==> src/rtl/dwt_row_sequencer_if.sv <==
// Token stream from the row sequencer toward the frame-memory read path.
// Each token names an even row, an odd row and a column. The read path
// fetches both rows and passes {odd, even} to the lifting unit unchanged.
interface dwt_row_sequencer_if #(
  parameter int AddrWidth = 5
);
  logic                 valid;
  logic                 ready;
  logic                 sof;
  logic                 eol;
  logic [AddrWidth-1:0] even_row;
  logic [AddrWidth-1:0] odd_row;
  logic [AddrWidth-1:0] col;

  modport master (
    input  ready,
    output valid, sof, eol, even_row, odd_row, col
  );

  modport slave (
    input  valid, sof, eol, even_row, odd_row, col,
    output ready
  );
endinterface

==> src/rtl/dwt_row_sequencer.sv <==
// Row-pair sequencer for the vertical pass of the 9/7 lifting unit.
// For each frame it walks the pair index p from 0 to H/2+3:
//   - two leading symmetric-extension pairs,
//   - the body pairs,
//   - two trailing extension pairs.
// Within each pair it sweeps the column from 0 to W-1.
// Token fields are decoded combinationally from the pair and column
// counters. Because the counters only move on a handshake, the token
// holds stable across stalls without needing extra registers.
module dwt_row_sequencer #(
  parameter int MaximumSideSize = 32,
  parameter int SizeWidth       = $clog2(MaximumSideSize + 1),
  parameter int AddrWidth       = $clog2(MaximumSideSize)
) (
  input  logic                 clk_i,
  input  logic                 rst_i,
  input  logic                 start_i,
  input  logic [SizeWidth-1:0] width_i,
  input  logic [SizeWidth-1:0] height_i,
  output logic                 busy_o,
  output logic                 done_o,
  output logic                 cfg_err_o,
  dwt_row_sequencer_if.master  m_if
);

  localparam logic [0:0] StIdle = 1'b0;
  localparam logic [0:0] StRun  = 1'b1;

  logic [0:0]           r_state;
  logic [SizeWidth-1:0] r_width;
  logic [SizeWidth-1:0] r_height;
  logic [SizeWidth-1:0] r_pair;
  logic [AddrWidth-1:0] r_col;
  logic                 r_done;
  logic                 r_cfgErr;

  logic                 w_valid;
  logic                 w_fire;
  logic                 w_legal;
  logic                 w_lastCol;
  logic                 w_lastPair;
  logic [SizeWidth-1:0] w_halfH;
  logic [SizeWidth-1:0] w_k;
  logic [SizeWidth-1:0] w_even;
  logic [SizeWidth-1:0] w_odd;

  assign w_valid    = (r_state == StRun);
  assign w_fire     = w_valid & m_if.ready;
  assign w_halfH    = {1'b0, r_height[SizeWidth-1:1]};
  assign w_k        = r_pair - SizeWidth'(2);
  assign w_lastCol  = (SizeWidth'(r_col) == (r_width - SizeWidth'(1)));
  assign w_lastPair = (r_pair == (w_halfH + SizeWidth'(3)));

  // A frame is legal when H is even and 6..max, and W is 1..max.
  assign w_legal = (height_i >= SizeWidth'(6)) &&
                   (height_i <= SizeWidth'(MaximumSideSize)) &&
                   !height_i[0] &&
                   (width_i >= SizeWidth'(1)) &&
                   (width_i <= SizeWidth'(MaximumSideSize));

  // Map the pair index onto its (even, odd) rows.
  // Extension pairs mirror the rows around the frame edges. All of the
  // subtractions stay non-negative because H is at least 6.
  always_comb begin
    w_even = '0;
    w_odd  = '0;
    if (r_pair == SizeWidth'(0)) begin
      w_even = SizeWidth'(4);
      w_odd  = SizeWidth'(3);
    end else if (r_pair == SizeWidth'(1)) begin
      w_even = SizeWidth'(2);
      w_odd  = SizeWidth'(1);
    end else if (r_pair <= (w_halfH + SizeWidth'(1))) begin
      w_even = {w_k[SizeWidth-2:0], 1'b0};
      w_odd  = {w_k[SizeWidth-2:0], 1'b1};
    end else if (r_pair == (w_halfH + SizeWidth'(2))) begin
      w_even = r_height - SizeWidth'(2);
      w_odd  = r_height - SizeWidth'(3);
    end else begin
      w_even = r_height - SizeWidth'(4);
      w_odd  = r_height - SizeWidth'(5);
    end
  end

  assign m_if.valid    = w_valid;
  assign m_if.sof      = w_valid && (r_pair == '0) && (r_col == '0);
  assign m_if.eol      = w_valid && w_lastCol;
  assign m_if.even_row = w_valid ? AddrWidth'(w_even) : '0;
  assign m_if.odd_row  = w_valid ? AddrWidth'(w_odd)  : '0;
  assign m_if.col      = w_valid ? r_col : '0;
  assign busy_o        = w_valid;
  assign done_o        = r_done;
  assign cfg_err_o     = r_cfgErr;

  // Control FSM.
  // IDLE accepts a start and latches the size. RUN advances column, then
  // pair, on every handshake, and returns to IDLE on the final token.
  always_ff @(posedge clk_i) begin
    if (rst_i) begin
      r_state  <= StIdle;
      r_width  <= '0;
      r_height <= '0;
      r_pair   <= '0;
      r_col    <= '0;
      r_done   <= 1'b0;
      r_cfgErr <= 1'b0;
    end else begin
      r_done   <= 1'b0;
      r_cfgErr <= 1'b0;
      case (r_state)
        StIdle: begin
          if (start_i) begin
            if (w_legal) begin
              r_state  <= StRun;
              r_width  <= width_i;
              r_height <= height_i;
              r_pair   <= '0;
              r_col    <= '0;
            end else begin
              r_cfgErr <= 1'b1;
            end
          end
        end
        StRun: begin
          if (w_fire) begin
            if (w_lastCol) begin
              r_col <= '0;
              if (w_lastPair) begin
                r_pair  <= '0;
                r_state <= StIdle;
                r_done  <= 1'b1;
              end else begin
                r_pair <= r_pair + SizeWidth'(1);
              end
            end else begin
              r_col <= r_col + AddrWidth'(1);
            end
          end
        end
        default: r_state <= StIdle;
      endcase
    end
  end

endmodule

==> src/flat_wrapper.sv <==
// flat-port wrapper written by rule: the top's interface ports become plain ports
module dwt_row_sequencer_flat 
#(
  parameter int MaximumSideSize = 32,
  parameter int SizeWidth       = $clog2(MaximumSideSize + 1),
  parameter int AddrWidth       = $clog2(MaximumSideSize)
)
  (clk_i, rst_i, start_i, width_i, height_i, busy_o, done_o, cfg_err_o, m_if_ready, m_if_valid, m_if_sof, m_if_eol, m_if_even_row, m_if_odd_row, m_if_col);
  dwt_row_sequencer_if #(.AddrWidth(AddrWidth)) m_if_i ();
  input  logic clk_i;
  input  logic rst_i;
  input  logic start_i;
  input  logic [SizeWidth-1:0] width_i;
  input  logic [SizeWidth-1:0] height_i;
  output logic busy_o;
  output logic done_o;
  output logic cfg_err_o;
  input wire logic [$bits(m_if_i.ready)-1:0] m_if_ready;
  output wire logic [$bits(m_if_i.valid)-1:0] m_if_valid;
  output wire logic [$bits(m_if_i.sof)-1:0] m_if_sof;
  output wire logic [$bits(m_if_i.eol)-1:0] m_if_eol;
  output wire logic [$bits(m_if_i.even_row)-1:0] m_if_even_row;
  output wire logic [$bits(m_if_i.odd_row)-1:0] m_if_odd_row;
  output wire logic [$bits(m_if_i.col)-1:0] m_if_col;
  assign m_if_i.ready = m_if_ready;
  assign m_if_valid = m_if_i.valid;
  assign m_if_sof = m_if_i.sof;
  assign m_if_eol = m_if_i.eol;
  assign m_if_even_row = m_if_i.even_row;
  assign m_if_odd_row = m_if_i.odd_row;
  assign m_if_col = m_if_i.col;
  dwt_row_sequencer #(.MaximumSideSize(MaximumSideSize), .SizeWidth(SizeWidth), .AddrWidth(AddrWidth)) u_core (.clk_i(clk_i), .rst_i(rst_i), .start_i(start_i), .width_i(width_i), .height_i(height_i), .busy_o(busy_o), .done_o(done_o), .cfg_err_o(cfg_err_o), .m_if(m_if_i));
endmodule
==> config.mk <==
export PLATFORM = sky130hd
export DESIGN_NAME = dwt_row_sequencer_flat
export DESIGN_NICKNAME = d
export VERILOG_FILES = /design/src/rtl/dwt_row_sequencer_if.sv /design/src/rtl/dwt_row_sequencer.sv /design/src/flat_wrapper.sv
export SDC_FILE = /design/constraint.sdc
export NUM_CORES = 1
export LEC_CHECK = 0
export ABC_AREA = 1
export BUFFER_PORTS_ARGS = -buffer_cell sky130_fd_sc_hd__buf_2
export CAP_MARGIN = 10
export CORE_UTILIZATION = 25
export CTS_BUF_LIST = sky130_fd_sc_hd__clkbuf_4 sky130_fd_sc_hd__clkbuf_8 sky130_fd_sc_hd__clkbuf_16
export DETAILED_ROUTE_END_ITERATION = 7
export SETUP_SLACK_MARGIN = 0.1
export SLEW_MARGIN = 20
export SYNTH_ARGS = -nofsm -noshare
export SYNTH_HDL_FRONTEND = slang
export SYNTH_SLANG_ARGS = --single-unit
export TNS_END_PERCENT = 50
==> constraint.sdc <==
create_clock -name clk_i -period 4.45 [get_ports clk_i]
set_input_delay 0.445 -clock clk_i [delete_from_list [all_inputs] [get_ports clk_i]]
set_output_delay 0.445 -clock clk_i [all_outputs]
set_load 0.02 [all_outputs]
==> results by group <==
Run status
  – Status: complete, no violations

Flow run
  – Number of max-cap violations: 0

Floorplanning
  – Core area: 9330 µm²
  – IO Pins: 37
  – Initial Util: 0.261
  – Num rows: 35
  – Die area: 10100 µm²
  – Die W: 101 µm
  – Die outline height: 101 µm

Timing
  – Setup TNS Final: 0 ps
  – FMAX: approximately 290 MHz
  – Final min period: roughly 3500 ps
  – Clock Skews: between 5 and 6 ps
  – Max Transition Viols Final: 0
  – Worst slew pin tran: 535 ps
  – Endpoints failing setup: 0
  – RSZ-0062 raised after global routing: no
  – Rel. slew slack: 0.643
  – Period utilisation layout: 0.781
  – Hold Fails Final Rpt: 0

Routing
  – DRC: 0
  – Drt total wl: a little under 6 mm
  – Drt pass-1 iters: 4
  – Avg Vias per Cell: between 4 and 5
  – Antenna viol nets, final: 0
  – 1st-iter DRT viols: 82
  – Vias post-DR: between 2000 and 2500
  – Average wire per standard cell: approximately 11 µm

Global route
  – First-pass GRT wire length: 10.2 mm
  – Largest net degree at the start of global routing: 29
  – Antenna violations before repair: 0
  – Total GRT Usage: 0.123
  – GR Overflow Total: 0
  – Vias in the first global route: roughly 2200

Critical path
  – CP max FO: 9
  – Critical Path Max Stage Delay: slightly above 500 ps
  – CP Data Arrival Time: 3030 ps
  – Worst setup SP type: flip-flop
  – Delay-heaviest family, CP: simple AND/OR/NAND/NOR gates
  – Crit end category: primary output
  – Sequence of cells on the critical path: inv_2 -> ha_1 -> or2_0 -> nand3_1 -> nor2_2 -> nand2_2 -> inv_2 -> fa_1 -> or2_2 -> nand3_1 -> xor2_1 -> a21oi_1 -> buf_2
  – CP Buf/Inv Count: 3
  – Critical Path RT: between 4000 and 5000 ps
  – Slowest cell on the critical path: dfxtp_1
  – Critical setup path kind: reg2out
  – CP Launch Point: u_core.r_height[3]$_SDFFE_PP0P_
  – RR Startpoint: u_core.r_height[1]$_SDFFE_PP0P_

CTS
  – H-tree levels: 1
  – Post_cts resized: 0
  – Post-CTS Setup Inserts: 0
  – Total CTS buffers: 3
  – Clk slew on worst S/H paths: around 90 ps
  – CTS Root Cell: clkbuf_8
  – Clk buf depth: 2
  – Worst-Skew Late Latency: ~270 ps
  – CTS sink count: 26
  – # hold bufs at CTS: 0
  – CTS tree: yes

Placed design
  – PortBufs: 36
  – Detailed Place HPWL: ~4.7 mm
  – Instance area at placement: about 2700 µm²
  – Placer Congestion: between 0.8 and 0.9

Synthesis
  – Post-synth top flop: dfxtp_1
  – Post-Syn Area: approximately 2400 µm²
  – Post-synthesis sequential area ratio: 0.214
  – Yosys warns: 0
  – Yosys cell types: 31
  – Async set-reset flop share out of synthesis: 0
  – Post-synth EDFFs: 0
  – Mapped Avg Cell Area: 6.20 µm²
  – Cells after synthesis: a little under 400
  – Flops & latches, synth: 26
  – Syn_nets: approximately 430

Power
  – Combinational cell fraction of total power: 0.244
  – Power density cells: just under 200 nW/µm²
  – Sw Ratio: 0.326
  – Sequential Power Share: 0.465
  – Cell Int Power: between 300 and 400 µW
  – Leakage Power: 1.40 nW
  – Peak supply drop: slightly above 100 µV
  – Psw: ~180 µW
  – Clock power frac: 0.291

Layout
  – End-of-flow core utilization: 0.297
  – Area grow syn2layout: 13.9%
  – Final instance area: between 2000 and 3000 µm²
  – Layout cell share with drive strength beyond 1: 0.156
  – Nets: approximately 460
  – Ant diodes: 0

Hold path
  – Hold Path Class: in2reg
  – HP Start: rst_i
[cells in the mapped netlist (2+ instances only)]
| master | instances | share of area |
|---|---|---|
| ha_1 | 22 | 0.11 |
| nor2_2 | 7 | 0.018 |
| nand3b_1 | 2 | 0.0062 |
| buf_4 | 2 | 0.0062 |
| nand4_1 | 4 | 0.010 |
| o21bai_1 | 2 | 0.0062 |
| nand2_2 | 2 | 0.0051 |
| nand3_1 | 36 | 0.074 |
| nor2_1 | 32 | 0.049 |
| buf_2 | 7 | 0.014 |
| inv_2 | 10 | 0.015 |
| o21ai_1 | 9 | 0.018 |
| nor2_4 | 2 | 0.0092 |
| o21ai_0 | 12 | 0.025 |
| clkbuf_1 | 2 | 0.0031 |
| a21oi_1 | 32 | 0.066 |
| nor3_1 | 2 | 0.0041 |
| xnor2_1 | 3 | 0.011 |
| nand2_1 | 111 | 0.17 |
| xor2_1 | 15 | 0.054 |
| dfxtp_1 | 26 | 0.21 |
| inv_1 | 44 | 0.068 |
[stage by stage]
| stage | cells | setup WS, ps | power, mW | hold WS (ps) |
|---|---|---|---|---|
| 2_1_floorplan | 393 | 1410 | 0.358 | 445 |
| 3_3_place_gp | 547 | 1360 | 0.388 | 496 |
| 3_5_place_dp | 547 | 1280 | 0.390 | 499 |
| 4_1_cts | 551 | 962 | 0.551 | 430 |
| 5_1_grt | 551 | 671 | 0.581 | 438 |
| 6_report | 551 | 972 | 0.543 | 435 |
[final timing paths]
check	to	slack [ps]	cells past startpoint
worst min-delay path	u_core.r_pair[5]$_SDFFE_PP0P_	440	2
worst min register to register	u_core.r_width[5]$_SDFFE_PP0P_	510	2
worst max-delay path	m_if_odd_row[4]	970	13
worst max register to register	u_core.busy_o$_SDFF_PP0_	2390	12
[sequential cells by signal, indices dropped and copies added (netlist names)]
register          cells
u_core.r_col          5
u_core.r_width        6
u_core.r_height       6
u_core.cfg_err_o      1
u_core.busy_o         1
u_core.r_pair         6
u_core.done_o         1
[area by class of cell]
type                            count  area [µm²]
Clock buffer                        4        55.1
Fill cell                        1036        6550
Inverter                           54         203
Multi-Input combinational cell    302        1650
Sequential cell                    26         520
Tap cell                          129         161
Timing Repair Buffer               36         180
[power by group through the flow]
stage,Combinational [mW],Sequential [mW],Clock (mW)
2_1_floorplan,0.105,0.252,0
4_1_cts,0.133,0.252,0.166
5_1_grt,0.155,0.254,0.172
3_3_place_gp,0.130,0.258,0
6_report,0.133,0.252,0.158
3_5_place_dp,0.132,0.258,0
[cell families (layout without fill, tap and decap cells)]
family | after synthesis | in the layout | synth area share
AND/OR/NAND/NOR | 203 | 203 | 0.368
buffers and inverters | 65 | 94 | 0.107
AO/OA/AOI/OAI | 58 | 58 | 0.125
flip-flops | 26 | 26 | 0.214
adder cells (fa/ha/maj) | 23 | 23 | 0.121
XOR/XNOR | 18 | 18 | 0.0648
[per-layer routing]
| metal | wire length, µm | global-route usage | part of all wire |
|---|---|---|---|
| met1 | 3140 | 0.172 | 0.54 |
| met4 | 44 | 0.0190 | 0.0075 |
| met2 | 2510 | 0.207 | 0.43 |
| met5 | 0 | 0 | 0 |
| met3 | 149 | 0.0139 | 0.026 |
[cells in the final DEF (no fill, tap or decap), types with 2 or more instances in the layout]
cell type    n
a21oi_1     32
buf_2       36
clkbuf_8     4
dfxtp_1     26
ha_1        22
inv_1       44
inv_2       10
nand2_1    111
nand2_2      2
nand3_1     36
nand3b_1     2
nand4_1      4
nor2_1      32
nor2_2       7
nor2_4       2
nor3_1       2
o21ai_0     12
o21ai_1      9
o21bai_1     2
xnor2_1      3
xor2_1      15
No activity file was read; power rests on OpenSTA's default activity.
